File: config.mk
export PLATFORM = sky130hd
export DESIGN_NAME = miner_job_dispatcher
export DESIGN_NICKNAME = d
export VERILOG_FILES = /design/src/rtl/miner_pkg.sv /design/src/rtl/hash_wait_timer.sv /design/src/rtl/miner_job_dispatcher.sv
export SDC_FILE = /design/constraint.sdc
export NUM_CORES = 2
export LEC_CHECK = 0
export BUFFER_PORTS_ARGS = -buffer_cell sky130_fd_sc_hd__buf_2
export CAP_MARGIN = 30
export CORE_AREA = 2 2 758 760
export CTS_CLUSTER_DIAMETER = 40
export DETAILED_ROUTE_END_ITERATION = 10
export DIE_AREA = 0 0 760 762
export GPL_ROUTABILITY_DRIVEN = 0
export PLACE_DENSITY = 0.3
export SLEW_MARGIN = 15
export SYNTH_ARGS = -nofsm -noshare
export SYNTH_HDL_FRONTEND = slang
export SYNTH_SLANG_ARGS = --single-unit
File: constraint.sdc
create_clock -name clk -period 2.9 [get_ports clk]
set_input_delay 0.145 -clock clk [delete_from_list [all_inputs] [get_ports clk]]
set_output_delay 0.145 -clock clk [all_outputs]
set_load 0.02 [all_outputs]
File: src/rtl/miner_pkg.sv
// -----------------------------------------------------------------------------
// miner_pkg
// Shared widths and the dispatcher state encoding for the miner job
// dispatcher and its timer.
//   MSG_W    : width of the miner message (header template incl. nonce)
//   HASH_W   : width of hash and target values
//   NONCE_W  : width of the nonce field
//   CNT_W    : width of the SETTLE/WAIT interval counters
// -----------------------------------------------------------------------------
package miner_pkg;

   localparam int MSG_W   = 408;
   localparam int HASH_W  = 256;
   localparam int NONCE_W = 32;
   localparam int CNT_W   = 16;

   typedef enum logic [2:0] {
      IDLE,
      LOAD_TGT,
      SETTLE,
      SEND,
      WAIT,
      CHECK,
      REPORT
   } dispatch_state_t;

endpackage

File: src/rtl/hash_wait_timer.sv
// -----------------------------------------------------------------------------
// hash_wait_timer
// Loadable down-counter shared by the SETTLE and WAIT phases of the
// dispatcher. expired_o is high during the last cycle of a loaded interval,
// so an interval of N cycles is load(N) followed by N ticking cycles.
// Optional feature: MINER_DONE_EN adds a watchdog counter (loaded together
// with the main counter) that bounds how long WAIT may wait for hashDone.
// Ports:
//   clk, n_rst    : clock, async active-low reset
//   load_i        : load the counter(s) this cycle
//   load_val_i    : interval length for the main counter
//   tick_i        : count down one step
//   expired_o     : current cycle is the last of the interval
//   wd_val_i      : (MINER_DONE_EN) watchdog interval length
//   wd_expired_o  : (MINER_DONE_EN) watchdog interval used up
// -----------------------------------------------------------------------------
module hash_wait_timer
   import miner_pkg::*;
(
   input  logic             clk,
   input  logic             n_rst,
   input  logic             load_i,
   input  logic [CNT_W-1:0] load_val_i,
   input  logic             tick_i,
   output logic             expired_o
`ifdef MINER_DONE_EN
   ,
   input  logic [CNT_W-1:0] wd_val_i,
   output logic             wd_expired_o
`endif
);

   logic [CNT_W-1:0] cnt_q, cnt_d;

   always_ff @(posedge clk or negedge n_rst) begin
      if (!n_rst) cnt_q <= '0;
      else        cnt_q <= cnt_d;
   end

   always_comb begin
      cnt_d = cnt_q;
      if (load_i)                    cnt_d = load_val_i;
      else if (tick_i && cnt_q != '0) cnt_d = cnt_q - 1'b1;
   end

   // <=1 rather than ==1 so a zero-length load still lets the phase exit.
   assign expired_o = (cnt_q <= CNT_W'(1));

`ifdef MINER_DONE_EN
   logic [CNT_W-1:0] wd_q, wd_d;

   always_ff @(posedge clk or negedge n_rst) begin
      if (!n_rst) wd_q <= '0;
      else        wd_q <= wd_d;
   end

   always_comb begin
      wd_d = wd_q;
      if (load_i)                   wd_d = wd_val_i;
      else if (tick_i && wd_q != '0) wd_d = wd_q - 1'b1;
   end

   assign wd_expired_o = (wd_q <= CNT_W'(1));
`endif

endmodule

File: src/rtl/miner_job_dispatcher.sv
// -----------------------------------------------------------------------------
// miner_job_dispatcher
// Accepts a mining job from the host, loads the target into the miner core,
// then issues one message per nonce and inspects validBTC/SHAoutput after each
// hash. Reports the first winning nonce or exhaustion of the nonce range.
// Handshakes: job_valid/job_ready and result_valid/result_ready transfer on a
// clock edge where both are high; a producer holds valid and its payload
// stable until that edge.
// Optional feature: MINER_DONE_EN adds the hashDone input; WAIT then ends on
// hashDone, with a 2*HASH_LATENCY watchdog that reports found=0, hash=all-ones.
// Ports:
//   clk, n_rst                  : clock, async active-low reset
//   job_valid/job_ready         : job handshake (ready only in IDLE)
//   job_header/job_target       : message template and difficulty target
//   start_nonce/nonce_count     : nonce range (count 0 = empty job)
//   job_abort                   : cancel an active job (ignored in IDLE/REPORT)
//   newTarget/inputTarget       : target load strobe and value to the miner
//   newMsg/inputMsg             : message strobe and message to the miner
//   SHAoutput/validBTC          : miner result, sampled in CHECK
//   hashDone                    : (MINER_DONE_EN) miner hash-complete pulse
//   result_*                    : result handshake and payload
//   dbg_state_o                 : current FSM state for observation
// -----------------------------------------------------------------------------
module miner_job_dispatcher
   import miner_pkg::*;
#(
   parameter int unsigned HASH_LATENCY  = 230,
   parameter int unsigned TARGET_SETTLE = 2,
   parameter int unsigned NONCE_LSB     = 0
) (
   input  logic               clk,
   input  logic               n_rst,
   input  logic               job_valid,
   output logic               job_ready,
   input  logic [MSG_W-1:0]   job_header,
   input  logic [HASH_W-1:0]  job_target,
   input  logic [NONCE_W-1:0] start_nonce,
   input  logic [NONCE_W-1:0] nonce_count,
   input  logic               job_abort,
   output logic               newTarget,
   output logic [HASH_W-1:0]  inputTarget,
   output logic               newMsg,
   output logic [MSG_W-1:0]   inputMsg,
   input  logic [HASH_W-1:0]  SHAoutput,
   input  logic               validBTC,
`ifdef MINER_DONE_EN
   input  logic               hashDone,
`endif
   output logic               result_valid,
   input  logic               result_ready,
   output logic               result_found,
   output logic [NONCE_W-1:0] result_nonce,
   output logic [HASH_W-1:0]  result_hash,
   output dispatch_state_t    dbg_state_o
);

   dispatch_state_t    state_q, state_d;
   logic [MSG_W-1:0]   header_q, header_d;
   logic [HASH_W-1:0]  target_q, target_d;
   logic [NONCE_W-1:0] nonce_q, nonce_d;
   logic [NONCE_W-1:0] remaining_q, remaining_d;
   logic               found_q, found_d;
   logic [NONCE_W-1:0] res_nonce_q, res_nonce_d;
   logic [HASH_W-1:0]  res_hash_q, res_hash_d;

   logic               tmr_load, tmr_tick, tmr_expired;
   logic [CNT_W-1:0]   tmr_load_val;

   // LOAD_TGT arms the settle interval, SEND arms the hash latency interval.
   assign tmr_load     = (state_q == LOAD_TGT) || (state_q == SEND);
   assign tmr_load_val = (state_q == LOAD_TGT) ? CNT_W'(TARGET_SETTLE) : CNT_W'(HASH_LATENCY);
   assign tmr_tick     = (state_q == SETTLE) || (state_q == WAIT);

`ifdef MINER_DONE_EN
   logic wd_expired;

   hash_wait_timer u_timer (
      .clk          (clk),
      .n_rst        (n_rst),
      .load_i       (tmr_load),
      .load_val_i   (tmr_load_val),
      .tick_i       (tmr_tick),
      .expired_o    (tmr_expired),
      .wd_val_i     (CNT_W'(2 * HASH_LATENCY)),
      .wd_expired_o (wd_expired)
   );
`else
   hash_wait_timer u_timer (
      .clk        (clk),
      .n_rst      (n_rst),
      .load_i     (tmr_load),
      .load_val_i (tmr_load_val),
      .tick_i     (tmr_tick),
      .expired_o  (tmr_expired)
   );
`endif

   // State and datapath registers.
   always_ff @(posedge clk or negedge n_rst) begin
      if (!n_rst) begin
         state_q     <= IDLE;
         header_q    <= '0;
         target_q    <= '0;
         nonce_q     <= '0;
         remaining_q <= '0;
         found_q     <= 1'b0;
         res_nonce_q <= '0;
         res_hash_q  <= '0;
      end else begin
         state_q     <= state_d;
         header_q    <= header_d;
         target_q    <= target_d;
         nonce_q     <= nonce_d;
         remaining_q <= remaining_d;
         found_q     <= found_d;
         res_nonce_q <= res_nonce_d;
         res_hash_q  <= res_hash_d;
      end
   end

   // Next-state and datapath update.
   always_comb begin
      state_d     = state_q;
      header_d    = header_q;
      target_d    = target_q;
      nonce_d     = nonce_q;
      remaining_d = remaining_q;
      found_d     = found_q;
      res_nonce_d = res_nonce_q;
      res_hash_d  = res_hash_q;

      case (state_q)
         IDLE: begin
            if (job_valid) begin
               header_d    = job_header;
               target_d    = job_target;
               nonce_d     = start_nonce;
               remaining_d = nonce_count;
               if (nonce_count == '0) begin
                  // Empty range: report immediately, miner untouched.
                  found_d     = 1'b0;
                  res_nonce_d = start_nonce;
                  res_hash_d  = '0;
                  state_d     = REPORT;
               end else begin
                  state_d = LOAD_TGT;
               end
            end
         end
         LOAD_TGT: state_d = SETTLE;
         SETTLE:   if (tmr_expired) state_d = SEND;
         SEND:     state_d = WAIT;
         WAIT: begin
`ifdef MINER_DONE_EN
            if (hashDone) begin
               state_d = CHECK;
            end else if (wd_expired) begin
               found_d     = 1'b0;
               res_nonce_d = nonce_q;
               res_hash_d  = '1;
               state_d     = REPORT;
            end
`else
            if (tmr_expired) state_d = CHECK;
`endif
         end
         CHECK: begin
            res_hash_d  = SHAoutput;
            res_nonce_d = nonce_q;
            if (validBTC) begin
               found_d = 1'b1;
               state_d = REPORT;
            end else if (remaining_q == NONCE_W'(1)) begin
               found_d = 1'b0;
               state_d = REPORT;
            end else begin
               // Wraps mod 2^32; only the remaining count ends the job.
               nonce_d     = nonce_q + 1'b1;
               remaining_d = remaining_q - 1'b1;
               state_d     = SEND;
            end
         end
         REPORT:  if (result_ready) state_d = IDLE;
         default: state_d = IDLE;
      endcase

      // Abort wins over every transition of an active job; REPORT keeps its result.
      if (job_abort && (state_q != IDLE) && (state_q != REPORT)) state_d = IDLE;
   end

   // Outputs decoded from registered state.
   always_comb begin
      job_ready    = (state_q == IDLE);
      newTarget    = (state_q == LOAD_TGT);
      newMsg       = (state_q == SEND);
      result_valid = (state_q == REPORT);
      inputMsg     = header_q;
      inputMsg[NONCE_LSB +: NONCE_W] = nonce_q;
   end

   assign inputTarget  = target_q;
   assign result_found = found_q;
   assign result_nonce = res_nonce_q;
   assign result_hash  = res_hash_q;
   assign dbg_state_o  = state_q;

endmodule

# [After elaboration in Yosys (flattened, before gate mapping)]
# Cells that the tools add are included.
[op_classes] n_addsub=3 order_cmp=1 eq_ne=17 mux=31 reduce_logical=16
[op_table] operator="$mux W256" n=2
[op_table] operator="$pmux W256 S2" n=1
[op_table] operator="$mux W32" n=8
[op_table] operator="$pmux W32 S2" n=3
[op_table] operator="$add A32 B1 Y32 const B" n=1
[op_table] operator="$eq A32 B1 Y1 const B" n=1
[op_table] operator="$logic_not A32 Y1" n=1
[op_table] operator="$mux W16" n=2
[op_table] operator="$sub A32 B1 Y32 const B" n=1
[op_table] operator="$mux W3" n=8
[op_table] operator="$pmux W3 S7" n=1
[op_table] operator="$le A16 B1 Y1 const B" n=1
[op_table] operator="$reduce_bool A16 Y1" n=1
[op_table] operator="$sub A16 B1 Y16 const B" n=1
[op_table] operator="$reduce_and A4 Y1" n=3
[op_table] operator="$eq A3 B3 Y1 const B" n=3
[op_table] operator="$ne A3 B2 Y1 const B" n=3
[op_table] operator="$mux W8" n=1
[op_table] operator="$eq A3 B2 Y1 const B" n=2
[op_table] operator="$ne A2 B2 Y1 const B" n=3
[op_table] operator="$ne A3 B3 Y1 const B" n=2
[op_table] operator="$mux W1" n=4
[op_table] operator="$reduce_bool A2 Y1" n=2
[op_table] operator="$eq A3 B1 Y1 const B" n=1
[op_table] operator="other kinds (9)" n=12
[totals] ff_bits=1036 in_bits=990

# [Depth between registers and ports, before layout]
[depth] word_depth=5 depth_mapped=10

# [Cells and area by module]
# A second synthesis with hierarchy kept.
[unflattened] hier_cells=4103 area_unflattened_um2=39706.8
[by_module_without_submodules] module="miner_job_dispatcher" n_inst=1 cells_each=3975 area_per_inst_um2=38627.0 seq_area_each_um2=24723.7
[by_module_without_submodules] module="hash_wait_timer" n_inst=1 cells_each=128 area_per_inst_um2=1079.8 seq_area_each_um2=400.4

# [Worst setup path before layout]
# OpenSTA, ideal clock, no wires.
[synth_timing] path_type="register -> register" from="register remaining_q[16]" to="register nonce_q[11]" setup_ps=121 arrival_ps=2327 setup_slack_ps=452 stages_incl_launch_ff=9 path_buffers=3 synth_period_minus_slack_ps=2448 cell_sequence="dfrtp_1 or4_4 or3_1 buf_2 o311ai_4 nand2_1 buf_2 buf_6 a22o_1"
[synth_between] elab_chain_len=3
[synth_lines] item="from (decl)" line="miner_job_dispatcher.sv:61" text="logic [NONCE_W-1:0] remaining_q, remaining_d;"
[synth_lines] item="from (signal assigned)" line="miner_job_dispatcher.sv:114" text="remaining_q <= remaining_d;"
[synth_lines] item="$eq A32 B1 Y1" line="miner_job_dispatcher.sv:173" text="end else if (remaining_q == NONCE_W'(1)) begin"
[synth_lines] item="$ne A2 B2 Y1 (no line)"
[synth_lines] item="$reduce_and A4 Y1 (no line)"
[synth_lines] item="to (signal assigned)" line="miner_job_dispatcher.sv:113" text="nonce_q <= nonce_d;"
[synth_lines] item="to (decl)" line="miner_job_dispatcher.sv:60" text="logic [NONCE_W-1:0] nonce_q, nonce_d;"
# No other way between the ends.
# A chain may end at the register's enable or synchronous reset.

# [Worst setup path after layout]
[layout_timing] from="register state_q[0], in the netlist dbg_state_o[0]" to="register target_q[46], in the netlist inputTarget[46]"
[layout_between] elab_chain_len=2
[layout_lines] item="from (decl)" line="miner_job_dispatcher.sv:57" text="dispatch_state_t state_q, state_d;"
[layout_lines] item="from (signal assigned)" line="miner_job_dispatcher.sv:110" text="state_q <= state_d;"
[layout_lines] item="$logic_not A3 Y1" line="miner_job_dispatcher.sv:132" text="case (state_q)"
[layout_lines] item="$reduce_and A2 Y1 (no line)"
[layout_lines] item="to (signal assigned)" line="miner_job_dispatcher.sv:112" text="target_q <= target_d;"
[layout_lines] item="to (decl)" line="miner_job_dispatcher.sv:59" text="logic [HASH_W-1:0] target_q, target_d;"
# No other way between the ends.

==> impl_metrics.json <==
{
  "ant_nets": 0,
  "drive_above_1_share": 0.327,
  "tightest_slew_ps": 903,
  "leakage_uw": 0.0403,
  "track_usage": 0.148,
  "syn_avg_cell_area_um2": 9.74,
  "synth-async-reset-ratio": 1.00,
  "synth-seq-cells": 1004,
  "r2r_slack_ps": 110,
  "initial_utilization": 0.0691,
  "port_buffers": 1917,
  "wl_met3_um": 49100,
  "fin_cells": 15568,
  "hold_path.class": "in2reg",
  "ys_types": 68,
  "grt_pass1_wl_um": 557000,
  "setup_violations": 0,
  "synth_warnings": 0,
  "syn2layout_area_growth_pct": 113,
  "synth_flop_cell": "dfrtp_1",
  "cts_tree": "built",
  "crit_type": "reg2reg",
  "htreeDepth": 5,
  "top_layer_used": "met5",
  "avgRoutedWirePerCell_um": 28.6,
  "root_buffer": "clkbuf_16",
  "fin_skew_ps": 41.0,
  "synth-simple-area-share": 0.220,
  "synth_fa_ha_area_frac": 0.00190,
  "place_inst": 13401,
  "cts_made_buffers": 272,
  "synth_xor_area_frac": 0.000222,
  "num_vias": 47151,
  "nets": 8574,
  "tns_ps": 0,
  "netlist_instances": 4049,
  "r2r-end": "inputTarget[46]",
  "synth_edf_count": 0,
  "grt.overflow.total": 0,
  "coreArea_mm2": 0.571,
  "clk_pin_slew_ps": 40,
  "std_cell_rows": 278,
  "timing.final.crit_share": 0.963,
  "drtIter0Drc": 2970,
  "cap_viol_max_count": 0,
  "clock_sinks": 1004,
  "power_uw": 93800,
  "synth_compound_area_frac": 0.103,
  "floorplan.io_pins": 1950,
  "dieArea_mm2": 0.579,
  "cp_max_fo": 28,
  "reg2reg_from": "dbg_state_o[0]",
  "drt-total-wl_um": 445000,
  "fmax_mhz": 358,
  "rsz0062_at_grt": "false",
  "reg2regPathDepth": 9,
  "ir_drop_mv": 0.472,
  "clock_path_buffers": 4,
  "fillers": 65161,
  "status": "finished, final reports clean",
  "maxSlewHeadroom": 0.398,
  "worstSetupEndpointType": "flip-flop",
  "wl_met2_um": 184000,
  "syn-cell-area_mm2": 0.0394,
  "syn_nets": 5045,
  "first_global_vias": 48487,
  "dp_hpwl_um": 382000,
  "yosysSeqAreaShare": 0.637,
  "final-hold-violation-count": 0,
  "report.final.slew_viol_count": 0,
  "min_path_cells": 4,
  "cp-start-kind": "flip-flop",
  "crit_arrival_ps": 3590,
  "synth_top_family_by_area": "simple AND/OR/NAND/NOR gates",
  "wl_met1_um": 196000,
  "antenna_found_initial": 438,
  "die_y_um": 762,
  "power_density_mw_per_mm2": 1120,
  "die_x_um": 760,
  "grt_max_degree": 116,
  "firstDrtPassIters": 5,
  "holdPathEnd": "header_q[361]",
  "required_ps": 3700,
  "post_drt_via_cell_ratio": 3.03,
  "insertion_delay_ps": 900,
  "post-route-drc-count": 0,
  "holdWs_ps": 91.5,
  "min_period_ps": 2790,
  "hp-start": "job_header[361]",
  "synth_mux_area_frac": 0.00987
}
==> worst max-delay path by stage <==
stage | startpoint | endpoint | slack [ps]
after detailed placement | remaining_q[23] | remaining_q[10] | 230
after global placement | remaining_q[23] | remaining_q[10] | 210
final | dbg_state_o[0] | inputTarget[46] | 110
after CTS | dbg_state_o[2] | newTarget | 60
after floorplan | remaining_q[16] | nonce_q[11] | 450
after global routing | dbg_state_o[0] | inputTarget[46] | 10
==> placed cells by master, fill, tap and decap left out, drive strengths merged, types with 4 or more instances in the layout <==
cell type    instances
buf               2053
nand2             2025
dlygate4sd3       1462
dfrtp             1004
clkbuf             373
a22o               273
diode              216
clkinv              57
nor2                48
o22ai               40
o21ai               40
bufinv              32
mux2                31
nor4                30
inv                 30
a21oi               26
a22oi               24
nor3                23
o2bb2ai             19
nand3               18
a31oi               15
o22a                15
clkinvlp            14
nand4               12
or3                 12
or4                 11
o31ai               10
and4                 7
o2bb2a               6
ha                   6
a2bb2oi              6
and2                 6
o41ai                5
and3                 5
o311ai               5
or2                  4
mux2i                4
==> cells by family (layout without fill, tap and decap cells) <==
kind of cell             Yosys count  count (layout)
AND/OR/NAND/NOR                 2214            2214
flip-flops                      1004            1004
AO/OA/AOI/OAI                    511             511
buffers and inverters            278            4021
multiplexers                      35              35
adder cells (fa/ha/maj)            6               6
XOR/XNOR                           1               1
other                              0             216
==> report_power, final <==
group	internal [uW]	leakage (uW)	switching [uW]
logic	10600	0.0229	27100
registers	20100	0.0127	3980
clock network	21600	0.00467	10500
==> layer usage <==
metal | vias up | GRT usage
met1 | 22941 | 0.192
met3 | 799 | 0.0703
met2 | 2274 | 0.217
met4 | 276 | 0.0435
li1 | 20861 | -
met5 | - | 0
==> critical path, cell delays in order, from the launching register on <==
cell           delay, ps
dfrtp_1              370
buf_4                180
nor2_1               300
and3_4               290
buf_12               230
buf_4                340
buf_4                190
nand2_1               80
nand2_1               60
dlygate4sd3_1        540
==> state kept, by name, summed over array words and instances (netlist names) <==
signal	cells
dbg_state_o	3
header_q	376
inputTarget	256
nonce_q	32
remaining_q	32
result_found	1
result_hash	256
result_nonce	32
u_timer.cnt_q	16
==> area by class of cell <==
type	instances	area [um^2]	share of cell area
Clock buffer	373	7790	0.0929
Timing Repair Buffer	3515	25800	0.308
Antenna cell	216	541	0.00645
Clock inverter	115	1810	0.0215
Sequential cell	1004	25100	0.300
Inverter	18	67.6	0.000806
Multi-Input combinational cell	2767	13300	0.158
Tap cell	7560	9460	0.113
==> per-stage QoR <==
stage	setup slack [ps]	util	area [um^2]
finish	107	0.147	83800
global route	9.71	0.146	83600
CTS	56.0	0.146	83300
detailed placement	234	0.103	59000
global placement	215	0.103	59000
floorplan	452	-	39400
==> synthesized netlist by cell type (5+ instances only) <==
master | instances | area [um^2]
nand2_1 | 2025 | 7600
dfrtp_1 | 1004 | 25100
a22o_1 | 273 | 2390
clkbuf_1 | 233 | 875
nor2_1 | 47 | 176
o22ai_1 | 40 | 250
o21ai_0 | 35 | 175
mux2_2 | 31 | 349
nor4_1 | 30 | 188
a21oi_1 | 26 | 130
a22oi_1 | 24 | 180
nor3_1 | 23 | 115
o2bb2ai_1 | 19 | 166
inv_1 | 18 | 67.6
nand3_1 | 18 | 90.1
a31oi_1 | 15 | 93.8
o22a_1 | 15 | 131
nand4_1 | 12 | 75.1
or3_1 | 12 | 75.1
buf_1 | 11 | 41.3
buf_2 | 11 | 55.1
o31ai_1 | 10 | 75.1
or4_1 | 8 | 60.1
and4_1 | 7 | 61.3
ha_1 | 6 | 75.1
o2bb2a_1 | 6 | 60.1
a2bb2oi_1 | 5 | 43.8
and2_1 | 5 | 31.3
and3_1 | 5 | 31.3
o21ai_1 | 5 | 25.0
o41ai_1 | 5 | 43.8
==> timing repair <==
item,in CTS,in global routing
hold endpoints to repair,1992,0
buffers inserted,0,0
gates resized for setup,1,2
pin swaps,0,0
hold buffers,1463,0
endpoints found under the setup margin,1,2
Power figures use the tool's default switching activity.
